[src/rtl/ring_output_arbiter_if.sv]
// Bundle of the output-channel arbiter signals.
//   master : requesters / link side (drives polarity, requests, flits, ro)
//   slave  : arbiter side (drives grants, so, dout, full flags)
// Signals:
//   polarity            phase select (0: even fills, odd drains; 1: odd fills, even drains)
//   req_even/req_odd    per-input requests per VC
//   din_even/din_odd    per-input flits per VC, input i at [i*DATA_WIDTH +: DATA_WIDTH]
//   grant_even/odd      one-hot combinational grants
//   ro                  downstream ready
//   so                  registered send strobe
//   dout                registered flit to link
//   full_even/full_odd  per-VC buffer valid
interface ring_output_arbiter_if #(
  parameter int unsigned DATA_WIDTH = 64,
  parameter int unsigned NUM_REQ    = 3
);
  logic                          polarity;
  logic [NUM_REQ-1:0]            req_even;
  logic [NUM_REQ-1:0]            req_odd;
  logic [NUM_REQ*DATA_WIDTH-1:0] din_even;
  logic [NUM_REQ*DATA_WIDTH-1:0] din_odd;
  logic [NUM_REQ-1:0]            grant_even;
  logic [NUM_REQ-1:0]            grant_odd;
  logic                          ro;
  logic                          so;
  logic [DATA_WIDTH-1:0]         dout;
  logic                          full_even;
  logic                          full_odd;

  modport master (
    output polarity, req_even, req_odd, din_even, din_odd, ro,
    input  grant_even, grant_odd, so, dout, full_even, full_odd
  );

  modport slave (
    input  polarity, req_even, req_odd, din_even, din_odd, ro,
    output grant_even, grant_odd, so, dout, full_even, full_odd
  );
endinterface

[src/rtl/ring_output_arbiter.sv]
// Output-port controller for one router output channel. Each VC has a one-entry
// buffer. Polarity picks the phase: the VC equal to polarity fills from the
// arbitrated requesters, the other VC drains to the link when ro is high.
// Ports:
//   clk  clock, all state on posedge
//   rst  synchronous active-high reset (discards buffered flits, grants forced 0)
//   bus  ring_output_arbiter_if.slave (requests/flits in, grants/so/dout/full out)
// Configuration macro:
//   OUTARB_FIXED_PRIO_EN  defined: lowest-index requester always wins, no rr state.
//                         undefined (default): independent round-robin per VC.
module ring_output_arbiter #(
  parameter int unsigned DATA_WIDTH = 64,
  parameter int unsigned NUM_REQ    = 3
) (
  input  logic                  clk,
  input  logic                  rst,
  ring_output_arbiter_if.slave  bus
);

  localparam int unsigned PW = (NUM_REQ > 1) ? $clog2(NUM_REQ) : 1;

  logic                  valid_even_q, valid_even_d;
  logic                  valid_odd_q,  valid_odd_d;
  logic [DATA_WIDTH-1:0] buf_even_q,   buf_even_d;
  logic [DATA_WIDTH-1:0] buf_odd_q,    buf_odd_d;
  logic                  so_q,         so_d;
  logic [DATA_WIDTH-1:0] dout_q,       dout_d;
  logic [PW-1:0]         rr_even_q;
  logic [PW-1:0]         rr_odd_q;
  logic [NUM_REQ-1:0]    grant_even;
  logic [NUM_REQ-1:0]    grant_odd;

  // Lowest-set-bit one-hot of v.
  function automatic logic [NUM_REQ-1:0] first_one(input logic [NUM_REQ-1:0] v);
    logic [NUM_REQ-1:0] g;
    logic               found;
    g     = '0;
    found = 1'b0;
    for (int unsigned i = 0; i < NUM_REQ; i++) begin
      if (!found && v[i]) begin
        g[i]  = 1'b1;
        found = 1'b1;
      end
    end
    return g;
  endfunction

  // Round-robin pick: first requester at or above start, else wrap to lowest.
  function automatic logic [NUM_REQ-1:0] pick(input logic [NUM_REQ-1:0] req,
                                              input logic [PW-1:0]      start);
    logic [NUM_REQ-1:0] upper;
    for (int unsigned i = 0; i < NUM_REQ; i++)
      upper[i] = req[i] && (i >= 32'(start));
    return (upper != '0) ? first_one(upper) : first_one(req);
  endfunction

  // Pointer after a grant: one past the granted index, wrapping.
  function automatic logic [PW-1:0] next_ptr(input logic [NUM_REQ-1:0] g);
    logic [PW-1:0] p;
    p = '0;
    for (int unsigned i = 0; i < NUM_REQ; i++)
      if (g[i]) p = (i == NUM_REQ - 1) ? '0 : PW'(i + 1);
    return p;
  endfunction

  function automatic logic [DATA_WIDTH-1:0] sel_din(input logic [NUM_REQ*DATA_WIDTH-1:0] din,
                                                    input logic [NUM_REQ-1:0]            g);
    logic [DATA_WIDTH-1:0] d;
    d = '0;
    for (int unsigned i = 0; i < NUM_REQ; i++)
      if (g[i]) d = din[i*DATA_WIDTH +: DATA_WIDTH];
    return d;
  endfunction

  always_comb begin
    grant_even = '0;
    grant_odd  = '0;
    if (!rst) begin
      if (!bus.polarity) begin
        if (!valid_even_q) grant_even = pick(bus.req_even, rr_even_q);
      end else begin
        if (!valid_odd_q)  grant_odd  = pick(bus.req_odd, rr_odd_q);
      end
    end
  end

  always_comb begin
    valid_even_d = valid_even_q;
    valid_odd_d  = valid_odd_q;
    buf_even_d   = buf_even_q;
    buf_odd_d    = buf_odd_q;
    dout_d       = dout_q;
    so_d         = 1'b0;

    if (grant_even != '0) begin
      buf_even_d   = sel_din(bus.din_even, grant_even);
      valid_even_d = 1'b1;
    end
    if (grant_odd != '0) begin
      buf_odd_d   = sel_din(bus.din_odd, grant_odd);
      valid_odd_d = 1'b1;
    end

    // Drain the VC opposite the fill phase; it never collides with the fill above.
    if (bus.polarity) begin
      if (valid_even_q && bus.ro) begin
        dout_d       = buf_even_q;
        so_d         = 1'b1;
        valid_even_d = 1'b0;
      end
    end else begin
      if (valid_odd_q && bus.ro) begin
        dout_d      = buf_odd_q;
        so_d        = 1'b1;
        valid_odd_d = 1'b0;
      end
    end
  end

  always_ff @(posedge clk) begin
    if (rst) begin
      valid_even_q <= 1'b0;
      valid_odd_q  <= 1'b0;
      buf_even_q   <= '0;
      buf_odd_q    <= '0;
      so_q         <= 1'b0;
      dout_q       <= '0;
    end else begin
      valid_even_q <= valid_even_d;
      valid_odd_q  <= valid_odd_d;
      buf_even_q   <= buf_even_d;
      buf_odd_q    <= buf_odd_d;
      so_q         <= so_d;
      dout_q       <= dout_d;
    end
  end

`ifdef OUTARB_FIXED_PRIO_EN
  // Search always starts at index 0, so pick() degenerates to lowest-index wins.
  assign rr_even_q = '0;
  assign rr_odd_q  = '0;
`else
  logic [PW-1:0] rr_even_d;
  logic [PW-1:0] rr_odd_d;

  always_comb begin
    rr_even_d = rr_even_q;
    rr_odd_d  = rr_odd_q;
    if (grant_even != '0) rr_even_d = next_ptr(grant_even);
    if (grant_odd  != '0) rr_odd_d  = next_ptr(grant_odd);
  end

  always_ff @(posedge clk) begin
    if (rst) begin
      rr_even_q <= '0;
      rr_odd_q  <= '0;
    end else begin
      rr_even_q <= rr_even_d;
      rr_odd_q  <= rr_odd_d;
    end
  end
`endif

  assign bus.grant_even = grant_even;
  assign bus.grant_odd  = grant_odd;
  assign bus.so         = so_q;
  assign bus.dout       = dout_q;
  assign bus.full_even  = valid_even_q;
  assign bus.full_odd   = valid_odd_q;

endmodule

[src/flat_wrapper.sv]
// flat-port wrapper written by rule: the top's interface ports become plain ports
module ring_output_arbiter_flat 
#(
  parameter int unsigned DATA_WIDTH = 64,
  parameter int unsigned NUM_REQ    = 3
)
  (clk, rst, bus_polarity, bus_req_even, bus_req_odd, bus_din_even, bus_din_odd, bus_ro, bus_grant_even, bus_grant_odd, bus_so, bus_dout, bus_full_even, bus_full_odd);
  ring_output_arbiter_if #(.DATA_WIDTH(DATA_WIDTH), .NUM_REQ(NUM_REQ)) bus_i ();
  input  logic clk;
  input  logic rst;
  input wire logic [$bits(bus_i.polarity)-1:0] bus_polarity;
  input wire logic [$bits(bus_i.req_even)-1:0] bus_req_even;
  input wire logic [$bits(bus_i.req_odd)-1:0] bus_req_odd;
  input wire logic [$bits(bus_i.din_even)-1:0] bus_din_even;
  input wire logic [$bits(bus_i.din_odd)-1:0] bus_din_odd;
  input wire logic [$bits(bus_i.ro)-1:0] bus_ro;
  output wire logic [$bits(bus_i.grant_even)-1:0] bus_grant_even;
  output wire logic [$bits(bus_i.grant_odd)-1:0] bus_grant_odd;
  output wire logic [$bits(bus_i.so)-1:0] bus_so;
  output wire logic [$bits(bus_i.dout)-1:0] bus_dout;
  output wire logic [$bits(bus_i.full_even)-1:0] bus_full_even;
  output wire logic [$bits(bus_i.full_odd)-1:0] bus_full_odd;
  assign bus_i.polarity = bus_polarity;
  assign bus_i.req_even = bus_req_even;
  assign bus_i.req_odd = bus_req_odd;
  assign bus_i.din_even = bus_din_even;
  assign bus_i.din_odd = bus_din_odd;
  assign bus_i.ro = bus_ro;
  assign bus_grant_even = bus_i.grant_even;
  assign bus_grant_odd = bus_i.grant_odd;
  assign bus_so = bus_i.so;
  assign bus_dout = bus_i.dout;
  assign bus_full_even = bus_i.full_even;
  assign bus_full_odd = bus_i.full_odd;
  ring_output_arbiter #(.DATA_WIDTH(DATA_WIDTH), .NUM_REQ(NUM_REQ)) u_core (.clk(clk), .rst(rst), .bus(bus_i));
endmodule
[config.mk]
export PLATFORM = sky130hd
export DESIGN_NAME = ring_output_arbiter_flat
export DESIGN_NICKNAME = d
export VERILOG_FILES = /design/src/rtl/ring_output_arbiter_if.sv /design/src/rtl/ring_output_arbiter.sv /design/src/flat_wrapper.sv
export SDC_FILE = /design/constraint.sdc
export NUM_CORES = 1
export LEC_CHECK = 0
export BUFFER_PORTS_ARGS = -buffer_cell sky130_fd_sc_hd__buf_4
export CAP_MARGIN = 20
export CORE_AREA = 2 2 182 184
export CTS_CLUSTER_DIAMETER = 80
export DETAILED_ROUTE_END_ITERATION = 8
export DIE_AREA = 0 0 184 186
export HOLD_SLACK_MARGIN = 0.02
export PLACE_DENSITY = 0.62
export RECOVER_POWER = 100
export SLEW_MARGIN = 20
export SYNTH_ARGS = -nofsm -noshare
export SYNTH_HDL_FRONTEND = slang
export SYNTH_SLANG_ARGS = --single-unit
[constraint.sdc]
create_clock -name clk -period 2.5 [get_ports clk]
set_input_delay 0.25 -clock clk [delete_from_list [all_inputs] [get_ports clk]]
set_output_delay 0.25 -clock clk [all_outputs]
set_load 0.02 [all_outputs]
==> flow_summary.toml <==
[sta]
tightest_slew_ps = 1340
post-route-min-period_ps = 2400
setup_violations = 0
fmax_mhz = 416
rsz0062_at_grt = "false"
final.period_utilization = 0.961
hold_viol = 0
finalMaxSlewViolations = 0
whs_ps = 48.2
finalSetupTns_ps = 0
slew_headroom = 0.105
clock_skew_ps = 7.70

[run_status]
status = "finished clean"

[power]
power.density_mw_per_mm2 = 583
peakVddDrop_mv = 0.431
leakage_uw = 0.00585
power_uw = 8160

[floorplan]
ios = 467
start_util = 0.292
die_h_um = 186
rows = 66
die_x_um = 184
die-area_mm2 = 0.0342
core-area_mm2 = 0.0322

[placed_design]
hpwlAfterDp_mm = 29.2
gp_congestion = 0.841
io_buffers = 466
place_area_mm2 = 0.0133

[detailed_routing]
routedWlPerCell_um = 21.0
firstDrtPassIters = 5
avgViaCountPerCell = 5.32
drtIter0Drc = 440
ant_nets = 0
postRouteWirelength_mm = 40.8
route.vias.total = 10300
drc = 0

[layout]
fillCellCount = 3220
num_antenna_cells = 0
syn2layout_area_growth_pct = 48.9
fin_area_mm2 = 0.0140
layout-drive-gt1-share = 0.315
layout.nets = 1909

[clock_tree]
h-tree-depth = 4
clock_latency_ps = 430
clk_pin_slew_ps = 80
cts_root_buffer = "clkbuf_16"
cts_tree = "done"
cts_setup_buffers = 0
numCtsBuffers = 17
clk_path_buf_depth = 2
cts_sinks = 199

[setup_path]
worstReg2RegStart = "u_core.bus.full_even$_SDFF_PP0_"
arrival_ps = 2150
r2r_slack_ps = 330
worstReg2RegEnd = "u_core.bus.dout[17]$_SDFFE_PP0P_"
path_max_fanout = 33
path_class = "flip-flop to output pin"
cp-end-kind = "output pin"
worstPathRequired_ps = 2250
startpoint_type = "flip-flop"
rr_worst_depth = 5

[global_routing]
grt_overflow_total = 0
globalRouteTotalUtil = 0.230
grt_pass1_wl_mm = 59.3
grt_pass1_vias = 10200
grt_max_degree = 130
antenna_found_initial = 2

[logic_synthesis]
syn_area_per_cell_um2 = 8.73
synthMuxAreaShare = 0.0692
synth.distinct_cells = 44
synth-xor-area-share = 0
ys_seq_elements = 199
synth_nets = 1471
synth_top_family_by_area = "compound AO/OA/AOI/OAI gates"
synth-compound-area-share = 0.328
yosysWarnings = 0
synth-simple-area-share = 0.103
synth-seq-area-share = 0.424
synthAdderAreaFrac = 0
syn_area_mm2 = 0.00940
postSynthCellCount = 1077

[worst_hold_path]
hold_depth = 3
min_from = "bus_din_odd[153]"
hold_path_class = "input port to flip-flop"
worst_hold_path.endpoint = "u_core.buf_odd_q[25]$_SDFFE_PP0P_"

[run]
drv_cap = 0
per-stage QoR:
stage                     setup WS [ps]  instances   util
after floorplan                     756       1077      -
after global placement              514       1867  0.414
after detailed placement            433       1867  0.414
after CTS                          54.6       1936  0.445
after global routing               1.91       1936  0.435
final                              96.6       1936  0.435
registers in the layout, summed over array words and instances (netlist names):
register	cells
u_core.buf_even_q	64
u_core.buf_odd_q	64
u_core.bus.dout	64
u_core.rr_even_q	2
u_core.rr_odd_q	2
u_core.bus.full_even	1
u_core.bus.full_odd	1
u_core.bus.so	1
power breakdown:
part / internal, uW / switching (uW) / leakage, uW
Sequential: 3460 / 175 / 0.00164
Combinational: 803 / 772 / 0.00392
Clock: 1620 / 1330 / 0.000292
placed cells by master (no fill, tap or decap), types with 3 or more instances in the layout:
cell           netlist  layout
buf_4                0     415
a22oi_2              6       6
a211oi_1           121     127
a31oi_1             14      14
dfxtp_1            199     199
a22oi_1              7       7
dlygate4sd3_1        0      37
clkinvlp_4           0       3
o31ai_1             63      63
inv_6                0       3
mux2i_1             65      65
nand2b_1             7       7
o221ai_1            51      51
clkbuf_16            0      17
clkbuf_1            77      70
nor2_1             194     194
inv_1               53      53
clkbuf_2             0       4
and2_2               0       3
nand2_1              7       7
bufinv_16            0       3
a32oi_1             63      63
a21oi_1             66      66
nor2b_1              6       5
buf_12               0       7
how the worst max path moves through the flow:
stage,start,to,slack (ps)
6_report,u_core.rr_even_q[0]$_SDFFE_PP0P_,bus_grant_even[2],100
4_1_cts,u_core.rr_even_q[0]$_SDFFE_PP0P_,bus_grant_even[2],50
3_5_place_dp,bus_polarity,u_core.buf_even_q[35]$_SDFFE_PP0P_,430
5_1_grt,u_core.rr_even_q[0]$_SDFFE_PP0P_,bus_grant_even[2],2
2_1_floorplan,bus_polarity,u_core.buf_even_q[44]$_SDFFE_PP0P_,760
3_3_place_gp,bus_polarity,u_core.buf_even_q[32]$_SDFFE_PP0P_,510
metal layers:
| layer | routed length, um | GRT usage |
|---|---|---|
| met5 | 32 | 0 |
| met4 | 1030 | 0.0794 |
| met3 | 3030 | 0.0558 |
| met2 | 20300 | 0.413 |
| met1 | 16300 | 0.265 |
synth_stat cells, drive strengths merged:
cell,count,area share
dfxtp,199,0.42
nor2,194,0.077
a211oi,127,0.10
clkbuf,77,0.031
a21oi,66,0.035
mux2i,65,0.069
a32oi,63,0.059
o31ai,63,0.050
inv,55,0.022
o221ai,51,0.047
buf,38,0.021
a31oi,14,0.0093
a22oi,13,0.014
nand2,7,0.0028
nand2b,7,0.0047
nor2b,6,0.0040
and2,4,0.0027
o21ai,4,0.0021
nor3,3,0.0021
and3,2,0.0013
nand3b,2,0.0016
nor3b,2,0.0016
o2111ai,2,0.0025
or3,2,0.0013
a21o,1,0.00080
a31o,1,0.00093
clkinv,1,0.0017
nand3,1,0.00053
nor4,1,0.00067
o211ai,1,0.00080
o22ai,1,0.00067
o311a,1,0.0011
or2,1,0.00067
or3b,1,0.00093
or4b,1,0.0011
timing repair:
| action | in CTS | in global routing |
|---|---|---|
| endpoints found under the hold margin | 37 | 0 |
| hold buffers | 37 | 0 |
| endpoints found under the setup margin | 0 | 0 |
| gates resized for setup | 0 | 0 |
logic make-up (layout without fill, tap and decap cells):
family | after synthesis | in the layout
compound gates | 408 | 408
buf+inv | 171 | 622
flops | 199 | 199
mux | 65 | 65
simple gates | 234 | 234
worst max-delay path: stages, from the launching register on:
cell	delay (ps)
dfxtp_1	430
or3b_2	480
a31o_4	430
clkinv_8	190
buf_4	170
layout make-up:
type,instances,area [um2],area share
repair buffers,534,3920,0.280
flip-flops and latches,199,3980,0.285
multi-input cells,707,4750,0.339
inverters,56,225,0.0161
well taps,408,510,0.0365
clock buffers,19,443,0.0316
clock inverters,13,169,0.0121
(Power assumes the default switching activity.)
